**src/rtl/rr_arb16_pkg.sv**
```systemverilog
`default_nettype none
// +----------------------------------------------------------------------+
// | arb_pkg : shared sizes, state encoding and reset pointer for rr_arb16 |
// | Rev 1.0                                                              |
// +----------------------------------------------------------------------+
package arb_pkg;

  localparam int NREQ  = 16;
  localparam int IDX_W = 4;

  localparam logic [0:0] ST_IDLE = 1'b0;
  localparam logic [0:0] ST_BUSY = 1'b1;

  typedef enum logic [0:0] {
    IDLE = ST_IDLE,
    BUSY = ST_BUSY
  } state_e;

  localparam logic [IDX_W-1:0] PTR_RST = 4'hF;

endpackage
`default_nettype wire

```
**src/rtl/rr_arb16_if.sv**
```systemverilog
`default_nettype none
// +----------------------------------------------------------------------+
// | rr_arb16_if : request/release and grant signals of the arbiter       |
// | Rev 1.0                                                              |
// +----------------------------------------------------------------------+
interface rr_arb16_if;

  logic [arb_pkg::NREQ-1:0]  req;
  logic                      done;
  logic                      gnt_vld;
  logic [arb_pkg::IDX_W-1:0] gnt_idx;
  logic [arb_pkg::NREQ-1:0]  gnt_oh;
  logic                      tmo;

  modport master (
    output req,
    output done,
    input  gnt_vld,
    input  gnt_idx,
    input  gnt_oh,
    input  tmo
  );

  modport slave (
    input  req,
    input  done,
    output gnt_vld,
    output gnt_idx,
    output gnt_oh,
    output tmo
  );

endinterface
`default_nettype wire

```
**src/rtl/rr_arb16_dec4to16.sv**
```systemverilog
`default_nettype none
// +----------------------------------------------------------------------+
// | dec4to16 : 4-bit index to 16-bit one-hot decoder                     |
// | Rev 1.0                                                              |
// +----------------------------------------------------------------------+
module dec4to16 (
  input  logic [3:0]  idx,
  output logic [15:0] oh
);

  for (genvar i = 0; i < 16; i++) begin : g_bit
    assign oh[i] = (idx == 4'(i));
  end

endmodule
`default_nettype wire

```
**src/rtl/rr_arb16.sv**
```systemverilog
`default_nettype none
// +----------------------------------------------------------------------+
// | rr_arb16 : 16-way round-robin arbiter, grant held until release.     |
// | Optional forced release after HOLD_MAX cycles with ARB_TIMEOUT_EN.   |
// | Rev 1.0                                                              |
// +----------------------------------------------------------------------+
module rr_arb16
  import arb_pkg::*;
#(
  parameter int HOLD_MAX = 8
) (
  input  logic         clk,
  input  logic         rst,
  rr_arb16_if.slave    bus
);

  if (HOLD_MAX < 1 || HOLD_MAX > 255) begin : g_hold_range
    $error("rr_arb16: HOLD_MAX must be in 1..255");
  end

  state_e             state_q, state_d;
  logic [IDX_W-1:0]   ptr_q, ptr_d;
  logic               gnt_vld_q, gnt_vld_d;
  logic [IDX_W-1:0]   gnt_idx_q, gnt_idx_d;
  logic               tmo_q, tmo_d;

  logic               win_found;
  logic [IDX_W-1:0]   win_idx;
  logic               rel_norm;
  logic               tmo_hit;
  logic [NREQ-1:0]    dec_oh;

  // Scan starts just past the last winner and wraps through 4-bit overflow.
  always_comb begin
    win_found = 1'b0;
    win_idx   = '0;
    for (int k = 0; k < NREQ; k++) begin
      if (!win_found && bus.req[ptr_q + IDX_W'(k + 1)]) begin
        win_found = 1'b1;
        win_idx   = ptr_q + IDX_W'(k + 1);
      end
    end
  end

  assign rel_norm = bus.done || !bus.req[gnt_idx_q];

`ifdef ARB_TIMEOUT_EN
  logic [7:0] cnt_q, cnt_d;

  assign tmo_hit = (cnt_q == 8'(HOLD_MAX));

  always_comb begin
    cnt_d = cnt_q;
    if (state_q == IDLE) begin
      if (win_found) cnt_d = 8'd1;
    end else if (!rel_norm && !tmo_hit) begin
      cnt_d = cnt_q + 8'd1;
    end
  end

  always_ff @(posedge clk or posedge rst) begin
    if (rst) cnt_q <= 8'd0;
    else     cnt_q <= cnt_d;
  end
`else
  assign tmo_hit = 1'b0;
`endif

  always_comb begin
    state_d   = state_q;
    ptr_d     = ptr_q;
    gnt_vld_d = gnt_vld_q;
    gnt_idx_d = gnt_idx_q;
    tmo_d     = 1'b0;
    case (state_q)
      IDLE: begin
        if (win_found) begin
          gnt_idx_d = win_idx;
          ptr_d     = win_idx;
          gnt_vld_d = 1'b1;
          state_d   = BUSY;
        end
      end
      BUSY: begin
        // A normal release takes precedence, so tmo only flags a true forced drop.
        if (rel_norm) begin
          gnt_vld_d = 1'b0;
          state_d   = IDLE;
        end else if (tmo_hit) begin
          gnt_vld_d = 1'b0;
          tmo_d     = 1'b1;
          state_d   = IDLE;
        end
      end
      default: begin
        gnt_vld_d = 1'b0;
        state_d   = IDLE;
      end
    endcase
  end

  always_ff @(posedge clk or posedge rst) begin
    if (rst) begin
      state_q   <= IDLE;
      ptr_q     <= PTR_RST;
      gnt_vld_q <= 1'b0;
      gnt_idx_q <= '0;
      tmo_q     <= 1'b0;
    end else begin
      state_q   <= state_d;
      ptr_q     <= ptr_d;
      gnt_vld_q <= gnt_vld_d;
      gnt_idx_q <= gnt_idx_d;
      tmo_q     <= tmo_d;
    end
  end

  dec4to16 u_dec (
    .idx (gnt_idx_q),
    .oh  (dec_oh)
  );

  assign bus.gnt_vld = gnt_vld_q;
  assign bus.gnt_idx = gnt_idx_q;
  assign bus.gnt_oh  = gnt_vld_q ? dec_oh : '0;
  assign bus.tmo     = tmo_q;

endmodule
`default_nettype wire
```
**src/flat_wrapper.sv**
```systemverilog
// flat-port wrapper written by rule: the top's interface ports become plain ports
module rr_arb16_flat import arb_pkg::*;
#(
  parameter int HOLD_MAX = 8
)
  (clk, rst, bus_req, bus_done, bus_gnt_vld, bus_gnt_idx, bus_gnt_oh, bus_tmo);
  rr_arb16_if bus_i ();
  input  logic clk;
  input  logic rst;
  input wire logic [$bits(bus_i.req)-1:0] bus_req;
  input wire logic [$bits(bus_i.done)-1:0] bus_done;
  output wire logic [$bits(bus_i.gnt_vld)-1:0] bus_gnt_vld;
  output wire logic [$bits(bus_i.gnt_idx)-1:0] bus_gnt_idx;
  output wire logic [$bits(bus_i.gnt_oh)-1:0] bus_gnt_oh;
  output wire logic [$bits(bus_i.tmo)-1:0] bus_tmo;
  assign bus_i.req = bus_req;
  assign bus_i.done = bus_done;
  assign bus_gnt_vld = bus_i.gnt_vld;
  assign bus_gnt_idx = bus_i.gnt_idx;
  assign bus_gnt_oh = bus_i.gnt_oh;
  assign bus_tmo = bus_i.tmo;
  rr_arb16 #(.HOLD_MAX(HOLD_MAX)) u_core (.clk(clk), .rst(rst), .bus(bus_i));
endmodule
```
**config.mk**
```make
export PLATFORM = sky130hd
export DESIGN_NAME = rr_arb16_flat
export DESIGN_NICKNAME = d
export VERILOG_FILES = /design/src/rtl/rr_arb16_pkg.sv /design/src/rtl/rr_arb16_if.sv /design/src/rtl/rr_arb16_dec4to16.sv /design/src/rtl/rr_arb16.sv /design/src/flat_wrapper.sv
export SDC_FILE = /design/constraint.sdc
export NUM_CORES = 1
export LEC_CHECK = 0
export BUFFER_PORTS_ARGS = -buffer_cell sky130_fd_sc_hd__buf_2
export CAP_MARGIN = 15
export CORE_MARGIN = 2
export CORE_UTILIZATION = 30
export CTS_BUF_LIST = sky130_fd_sc_hd__clkbuf_4 sky130_fd_sc_hd__clkbuf_8 sky130_fd_sc_hd__clkbuf_16
export DETAILED_ROUTE_END_ITERATION = 8
export PLACE_DENSITY = 0.48
export SLEW_MARGIN = 0
export SYNTH_ARGS = -nofsm -noshare
export SYNTH_HDL_FRONTEND = slang
export SYNTH_SLANG_ARGS = --single-unit
```
**constraint.sdc**
```tcl
create_clock -name clk -period 12.4 [get_ports clk]
set_input_delay 3.72 -clock clk [delete_from_list [all_inputs] [get_ports clk]]
set_output_delay 3.72 -clock clk [all_outputs]
set_load 0.01 [all_outputs]
```
# [After elaboration in Yosys (flattened, before gate mapping)]
# Index checks and enable logic that the tools add are counted.
[totals] out_inout_bits=22 regBits=10
[op_classes] bitwise_logic=1 n_lt_le_gt_ge=17 n_eq_ne=17 n_addsub=15 muxes=73 n_reduce_logical=35
[ops] operator="< comparator 4 x 5 -> 1 bit, second input constant" n=17
[ops] operator="binary-select mux 1 bit (select 4 bit)" n=17
[ops] operator="2-to-1 mux 4 bit" n=16
[ops] operator="2-to-1 mux 1 bit" n=37
[ops] operator="adder 4 bit, second input constant" n=8
[ops] operator="== test 4 bit, second input constant" n=8
[ops] operator="adder 4 x 3 -> 4 bit, second input constant" n=4
[ops] operator="== test 4 x 3 -> 1 bit, second input constant" n=4
[ops] operator="zero test 1 bit" n=16
[ops] operator="2-to-1 mux 16 bit" n=1
[ops] operator="logical AND 1 bit" n=15
[ops] operator="adder 4 x 2 -> 4 bit, second input constant" n=2
[ops] operator="== test 4 x 2 -> 1 bit, second input constant" n=2
[ops] operator="adder 4 x 1 -> 4 bit, second input constant" n=1
[ops] operator="== test 4 x 1 -> 1 bit, second input constant" n=1
[ops] operator="zero test 4 bit" n=1
[ops] operator="case mux 1 bit (2 select lines)" n=2
[ops] operator="AND reduction 2 bit" n=2
[ops] operator="inequality test 2 x 1 -> 1 bit, second input constant" n=1
[ops] operator="inequality test 2 bit, second input constant" n=1
[ops] operator="logical OR 1 bit" n=1
[ops] operator="NOT 1 bit" n=1

# [Logic depth before layout (Yosys ltp)]
# Gate-level depths: netlist (run 1).
[logic_depth] word_depth=51 mapped_depth=15

# [Cells and area by module]
# From an unflattened synthesis (run 1), not the netlist that was laid out.
[hier_totals] cells_unflattened=377 hier_area_um2=3304.4
[modules_own_cells] module="rr_arb16" cells_per_inst=357 n_inst=1 area_per_inst_um2=3078.0
[modules_own_cells] module="dec4to16" cells_per_inst=20 n_inst=1 area_per_inst_um2=226.5

# [Worst setup path before layout (run 1)]
# Ideal clock, no wire load.
[synth_timing] path_kind="input-to-reg" start="input bus_req[10]" end="register u_core.gnt_idx_q[1], in the netlist u_core.bus.gnt_idx[1]" stages=8 n_path_buf=0 required_time_ps=12253 slack_ps=6176 t_arrival_ps=6076 path_cell_list="mux4_1 -> mux2_2 -> mux2_4 -> and3_1 -> o221a_1 -> or4_1 -> o311ai_1 -> o311ai_1"
[synth_via] elab_chain_len=49 word_cells_on_any_way=95 cone_classes="64 x mux; 31 x reduce/logical"
[synth_rtl] element="start, declared" line="flat_wrapper.sv:10" text="input wire logic [$bits(bus_i.req)-1:0] bus_req;"
[synth_rtl] element="binary-select mux 1 bit (select 4 bit)" line="rr_arb16.sv:38" text="if (!win_found && bus.req[ptr_q + IDX_W'(k + 1)]) begin"
[synth_rtl] element="2-to-1 mux 1 bit (implied by the code)" line="rr_arb16.sv:38"
[synth_rtl] element="2-to-1 mux 1 bit" line="rr_arb16.sv:38"
[synth_rtl] element="zero test 1 bit" line="rr_arb16.sv:38"
[synth_rtl] element="logical AND 1 bit" line="rr_arb16.sv:38"
[synth_rtl] element="2-to-1 mux 1 bit" line="rr_arb16.sv:38"
[synth_rtl] element="zero test 1 bit" line="rr_arb16.sv:38"
[synth_rtl] element="logical AND 1 bit" line="rr_arb16.sv:38"
[synth_rtl] element="[33 not listed]"
[synth_rtl] element="2-to-1 mux 1 bit" line="rr_arb16.sv:38"
[synth_rtl] element="zero test 1 bit" line="rr_arb16.sv:38"
[synth_rtl] element="logical AND 1 bit" line="rr_arb16.sv:38"
[synth_rtl] element="2-to-1 mux 1 bit" line="rr_arb16.sv:38"
[synth_rtl] element="zero test 1 bit" line="rr_arb16.sv:38"
[synth_rtl] element="logical AND 1 bit" line="rr_arb16.sv:38"
[synth_rtl] element="2-to-1 mux 1 bit" line="rr_arb16.sv:38"
[synth_rtl] element="AND reduction 2 bit (no line)"
[synth_rtl] element="end signal, assigned" line="rr_arb16.sv:113" text="gnt_idx_q <= gnt_idx_d;"
[synth_rtl] element="end, declared" line="rr_arb16.sv:24" text="logic [IDX_W-1:0] gnt_idx_q, gnt_idx_d;"
# Parallel ways exist; a longest one is shown, timed or not. The select of a mux whose other input is x is not followed.
# A chain may end at the register's enable or synchronous reset.

# [Worst setup path in the final report (run 1)]
[layout_timing] start="input bus_req[7]" end="register u_core.gnt_idx_q[2], in the netlist u_core.bus.gnt_idx[2]"
# The elaborated chain is that of the path after synthesis.

==> flow_metrics.tcl, run 1 <==
set metrics [dict create \
    ff2ff_path_depth 9 \
    grt_overflow 0 \
    async_flop_share_pct 100 \
    crit_start "bus_req[7]" \
    rows 36 \
    worstMarginPinSlew_ns 0.974 \
    antenna_found_initial 0 \
    crit_chain "buf_2, mux4_1, mux4_2, nor4b_4, nand2_1, a31o_2, a311oi_1, a21o_1" \
    layout.nets 384 \
    multi_input_area_sq_um 2590 \
    cts_resized 0 \
    synth_common_cells "nand2_1 (31), mux2_2 (26), mux2i_1 (26)" \
    synth_area_leader_cell "mux4_2" \
    synth_area_leaders "mux4_2 (19%), mux2_2 (9.7%), mux2i_1 (8.6%)" \
    drv_cap 0 \
    path_clk_slew_ns 0.05 \
    clock-root-buffer "clkbuf_8" \
    cts_setup_buffers 0 \
    placed_cell_area_sq_um 3270 \
    totalWireLength_mm 9.37 \
    dp_hpwl_mm 7.19 \
    hold_class "flop to flop" \
    setup_viol 0 \
    layout-drive-gt1-share_pct 30.9 \
    whs_ns 0.574 \
    synth.net_count 359 \
    cpMaxStageDelayCell "mux4_1" \
    max-slew-margin-rel_pct 34.9 \
    insertion_delay_ns 0.23 \
    drt_iter0_markers 204 \
    min_period_ns 6.62 \
    die_w_microns 104 \
    syn_to_final_growth_pct 10.1 \
    critPathLaunchType "input pin" \
    vias 2808 \
    synthDistinctLibCells 68 \
    io_buffer_count 39 \
    avgRoutedWirePerCell_microns 19.2 \
    synth-edff-count 0 \
    synth_ff_type "dfrtp_1" \
    r2r_end "u_core.bus.gnt_idx[2]" \
    regArea_sq_um 255 \
    critical_path.max_stage_delay_ns 0.64 \
    setup_tns_ns 0 \
    ctsHoldBuffers 0 \
    finalInstanceArea_sq_um 3320 \
    yosysMostFrequentCell "nand2_1" \
    cp-end-kind "flop" \
    synth_area_per_cell_sq_um 9.07 \
    final-hold-violation-count 0 \
    grt_max_degree 38 \
    grt_pass1_vias 2540 \
    core_sq_um 9770 \
    grtUsageTotal_pct 17.0 \
    yosysWarnings 0 \
    gp_congestion 0.870 \
    grt_pass1_wl_mm 14.9 \
    worstReg2RegStart "u_core.ptr_q[1]" \
    drt-pass1-iter-count 4 \
    fillers 1032 \
    outcome "completed" \
    fmax_mhz 151 \
    cts_sinks 10 \
    synth.top_cell.area_share_pct 18.7 \
    antenna_left 0 \
    ioPinCount 41 \
    synth_seq_area_share_pct 8.48 \
    crit_arrival_ns 6.79 \
    rsz0062_at_grt "no" \
    cts_buffers 3 \
    cp_max_fo 8 \
    cts_tree "yes" \
    criticalPathCategory "input pin to flop" \
    maxSlewViolCount 0 \
    syn-cell-area_sq_um 3010 \
    cts_buffer_depth 2 \
    h-tree-depth 1 \
    viasPerCell 5.74 \
    synthCells 332 \
    hold_end "u_core.state_q" \
    crit_required_ns 12.57 \
    remaining_drc_errors 0 \
    hold_start "u_core.state_q" \
    diodes 0 \
    synth_seq_cells 10 \
    whs_path_depth 2 \
    skew_ns 0.00528 \
    fp.dieH_microns 104 \
    die_area_sq_um 10900 \
    finalCritPeriodShare_pct 53.4 \
    start_util_pct 30.8 \
    r2r_slack_ns 7.03 \
]
[cell families after synthesis]
group | after synthesis | share of synthesized area, %
compound gates | 80 | 19.0
xor+xnor | 8 | 2.58
fa+ha+maj | 8 | 3.32
buf+inv | 35 | 5.61
flops | 10 | 8.48
mux | 85 | 42.9
other cells | 1 | 0.125
simple gates | 105 | 18.0
[worst max path at each step]
stage               cells after the start               endpoint
floorplan                               8  u_core.bus.gnt_idx[1]
global placement                        8  u_core.bus.gnt_idx[2]
detailed placement                      8  u_core.bus.gnt_idx[2]
CTS                                     8  u_core.bus.gnt_idx[2]
global route                            9  u_core.bus.gnt_idx[2]
finish                                  8  u_core.bus.gnt_idx[2]
[routing by layer]
layer | vias to the layer above | routed length, microns | global-route usage, % | share of wire (%)
met5 | - | 0 | 0 | 0
met4 | 0 | 78 | 2.32 | 0.83
met3 | 7 | 415 | 1.63 | 4.4
li1 | 1351 | - | - | -
met2 | 68 | 4440 | 27.3 | 47
met1 | 1382 | 4430 | 25.2 | 47
[cells in the final DEF (no fill, tap or decap), types with 3 or more instances in the layout]
cell type | synthesis | final
mux4_1 | 5 | 5
nand2_1 | 31 | 31
o21ai_0 | 8 | 8
nand2b_1 | 5 | 5
a21o_1 | 6 | 6
clkinv_1 | 3 | 3
mux2_2 | 26 | 26
xnor2_1 | 6 | 6
nor3_1 | 10 | 10
nand4_1 | 3 | 3
nor2b_1 | 4 | 4
clkbuf_8 | 0 | 3
mux2i_1 | 26 | 26
inv_1 | 12 | 12
dfrtp_1 | 6 | 6
a211oi_1 | 4 | 4
o21bai_1 | 4 | 4
o211ai_1 | 6 | 6
ha_1 | 8 | 8
a21boi_0 | 4 | 4
buf_2 | 2 | 39
o22ai_1 | 5 | 5
nor2_1 | 25 | 25
mux4_2 | 25 | 25
and3_1 | 5 | 5
dfstp_2 | 4 | 4
nand3_1 | 7 | 7
a21oi_1 | 15 | 15
[cell type report]
cell class | count | share of cell area, %
clock buffers | 4 | 1.47
inverters | 15 | 1.70
multi-input cells | 287 | 78.0
flip-flops and latches | 10 | 7.70
well taps | 133 | 5.02
repair buffers | 40 | 6.11
[worst max-delay path, delay by kind of cell]
kind	cells	cell delay, ns
buffers and inverters	1	0.14
multiplexers	2	1.25
AO/OA/AOI/OAI	3	0.89
AND/OR/NAND/NOR	2	0.79
[state kept, by name, summed over array words and instances, names as in the netlist]
name,count
u_core.bus.gnt_vld,1
u_core.bus.gnt_idx,4
u_core.ptr_q,4
u_core.state_q,1
[per-stage QoR]
step	setup slack (ns)	util, %	instances
after floorplan	6.18	-	332
after global placement	5.53	33.4	485
after detailed placement	5.57	33.4	485
after CTS	5.79	33.9	489
after global routing	5.62	33.9	489
final	5.78	33.9	489
Power of run 1 is left out: the tool's default activity adds up to more than one toggle a clock period on the data nets, which glitch-free logic cannot reach.
==> run 2: changes to the inputs <==
--- a/config.mk
+++ b/config.mk
@@ -11,7 +11,7 @@
 export CORE_UTILIZATION = 30
 export CTS_BUF_LIST = sky130_fd_sc_hd__clkbuf_4 sky130_fd_sc_hd__clkbuf_8 sky130_fd_sc_hd__clkbuf_16
 export DETAILED_ROUTE_END_ITERATION = 8
-export PLACE_DENSITY = 0.48
+export PLACE_DENSITY = 0.5
 export SLEW_MARGIN = 0
 export SYNTH_ARGS = -nofsm -noshare
 export SYNTH_HDL_FRONTEND = slang
==> constraint.sdc (replaced) <==
create_clock -name clk -period 5.51 [get_ports clk]
set_input_delay 1.653 -clock clk [delete_from_list [all_inputs] [get_ports clk]]
set_output_delay 1.653 -clock clk [all_outputs]
set_load 0.01 [all_outputs]
==> run 2 against run 1 <==
Effect of this change: core utilization grew 0.60 points; hold slack lost 0.0022 ns; largest cell class unchanged; highest routed layer unchanged; routed wire length is 1.6% higher; critical path type unchanged; clock skew shrank 0.0023 ns; sequential share of layout area fell by 0.13 points; clock-buffer cell count did not move.
==> flow_metrics.tcl, run 2 (synthesized netlist as in run 1, its figures left out) <==
set metrics [dict create \
    remaining_drc_errors 0 \
    layout-drive-gt1-share_pct 32.2 \
    fmax_mhz 219 \
    crit_start "bus_req[7]" \
    cts_buffer_depth 2 \
    skew_ns 0.00299 \
    path_clk_slew_ns 0.05 \
    critPathTopFamily "multiplexers" \
    whs_path_depth 2 \
    whs_ns 0.571 \
    maxSlewViolCount 0 \
    r2r_slack_ns 1.13 \
    cts_setup_buffers 0 \
    drv_cap 0 \
    path_buf_inv 1 \
    cp_max_fo 8 \
    viasPerCell 5.83 \
    clock-root-buffer "clkbuf_8" \
    hold_end "u_core.state_q" \
    crit_arrival_ns 4.73 \
    critical_path.max_stage_delay_ns 0.64 \
    final_cell_mix "buf_2 (39), nand2_1 (31), mux2_2 (26), mux2i_1 (26)" \
    cts_resized 0 \
    io_buffer_count 39 \
    vias 2892 \
    crit_required_ns 5.69 \
    totalWireLength_mm 9.51 \
    insertion_delay_ns 0.24 \
    cts_sinks 10 \
    finalCritPeriodShare_pct 82.7 \
    gp_congestion 0.882 \
    max-slew-margin-rel_pct 42.5 \
    grt_pass1_wl_mm 15.8 \
    antenna_found_initial 0 \
    crit_chain "buf_2, mux4_1, mux4_2, nor4b_4, nand2_1, a31o_2, a311oi_1, a21o_1" \
    final_common_cell "buf_2" \
    fillers 1030 \
    cts_tree "yes" \
    ctsHoldBuffers 0 \
    antenna_left 0 \
    cts_buffers 3 \
    r2r_end "u_core.bus.gnt_idx[2]" \
    drt_iter0_markers 230 \
    die_w_microns 104 \
    core_sq_um 9770 \
    grt_max_degree 28 \
    hold_start "u_core.state_q" \
    grt_pass1_vias 2758 \
    avgRoutedWirePerCell_microns 19.2 \
    grtUsageTotal_pct 17.9 \
    fp.dieH_microns 104 \
    hold_class "flop to flop" \
    start_util_pct 30.8 \
    grt_overflow 0 \
    rsz0062_at_grt "no" \
    ff2ff_path_depth 9 \
    worstReg2RegStart "u_core.ptr_q[0]" \
    die_area_sq_um 10900 \
    setup_viol 0 \
    final-hold-violation-count 0 \
    diodes 0 \
    ioPinCount 41 \
    cp-end-kind "flop" \
    critPathLaunchType "input pin" \
    rows 36 \
    dp_hpwl_mm 7.43 \
    syn_to_final_growth_pct 12.1 \
    setup_tns_ns 0 \
    worstMarginPinSlew_ns 0.857 \
    min_period_ns 4.56 \
    outcome "completed" \
    criticalPathCategory "input pin to flop" \
    cpMaxStageDelayCell "mux4_1" \
    layout.nets 391 \
    drt-pass1-iter-count 4 \
    h-tree-depth 1 \
]
-- run 2: cell count changes in the layout (fill, tap and decap cells not counted), sizes merged --
cell / change
buf: +7
-- run 2: tightest hold or removal path: cells and delay by family, from the launching register on --
family	cells	cell delay, ns
flops	1	0.41
simple gates	2	0.13
-- run 2: area by class of cell --
| class | count | area [sq um] | area share (%) |
|---|---|---|---|
| timing repair buffer | 47 | 255 | 7.56 |
| clock buffer | 4 | 55.1 | 1.63 |
| inverter | 15 | 56.3 | 1.67 |
| tap | 133 | 166 | 4.93 |
| multi-input combinational | 287 | 2590 | 76.6 |
| sequential | 10 | 255 | 7.56 |
-- run 2: metal layers --
metal	global-route usage (%)	routed length [microns]	up-vias
li1	-	-	1362
met1	26.5	4430	1448
met2	29.0	4500	71
met3	1.07	470	11
met4	3.28	109	0
met5	0	0	-
-- run 2: how the worst max path moves through the flow --
stage | depth (start not counted) | slack (ns) | to
4_1_cts | 8 | 0.98 | u_core.bus.gnt_idx[2]
2_1_floorplan | 12 | 1.10 | u_core.bus.gnt_idx[1]
5_1_grt | 8 | 0.78 | u_core.ptr_q[2]
3_3_place_gp | 8 | 0.73 | u_core.ptr_q[2]
6_report | 8 | 0.95 | u_core.bus.gnt_idx[2]
3_5_place_dp | 8 | 0.75 | u_core.bus.gnt_idx[2]
-- run 2: stage by stage --
| stage | worst slack, ns | utilization, % | cell area [sq um] | instances |
|---|---|---|---|---|
| after floorplan | 1.10 | - | 3010 | 332 |
| after global placement | 0.732 | 34.0 | 3320 | 492 |
| after detailed placement | 0.751 | 34.0 | 3320 | 492 |
| after CTS | 0.983 | 34.5 | 3380 | 496 |
| after global routing | 0.782 | 34.5 | 3380 | 496 |
| final | 0.953 | 34.5 | 3380 | 496 |
Power of run 2 is left out for the same reason.
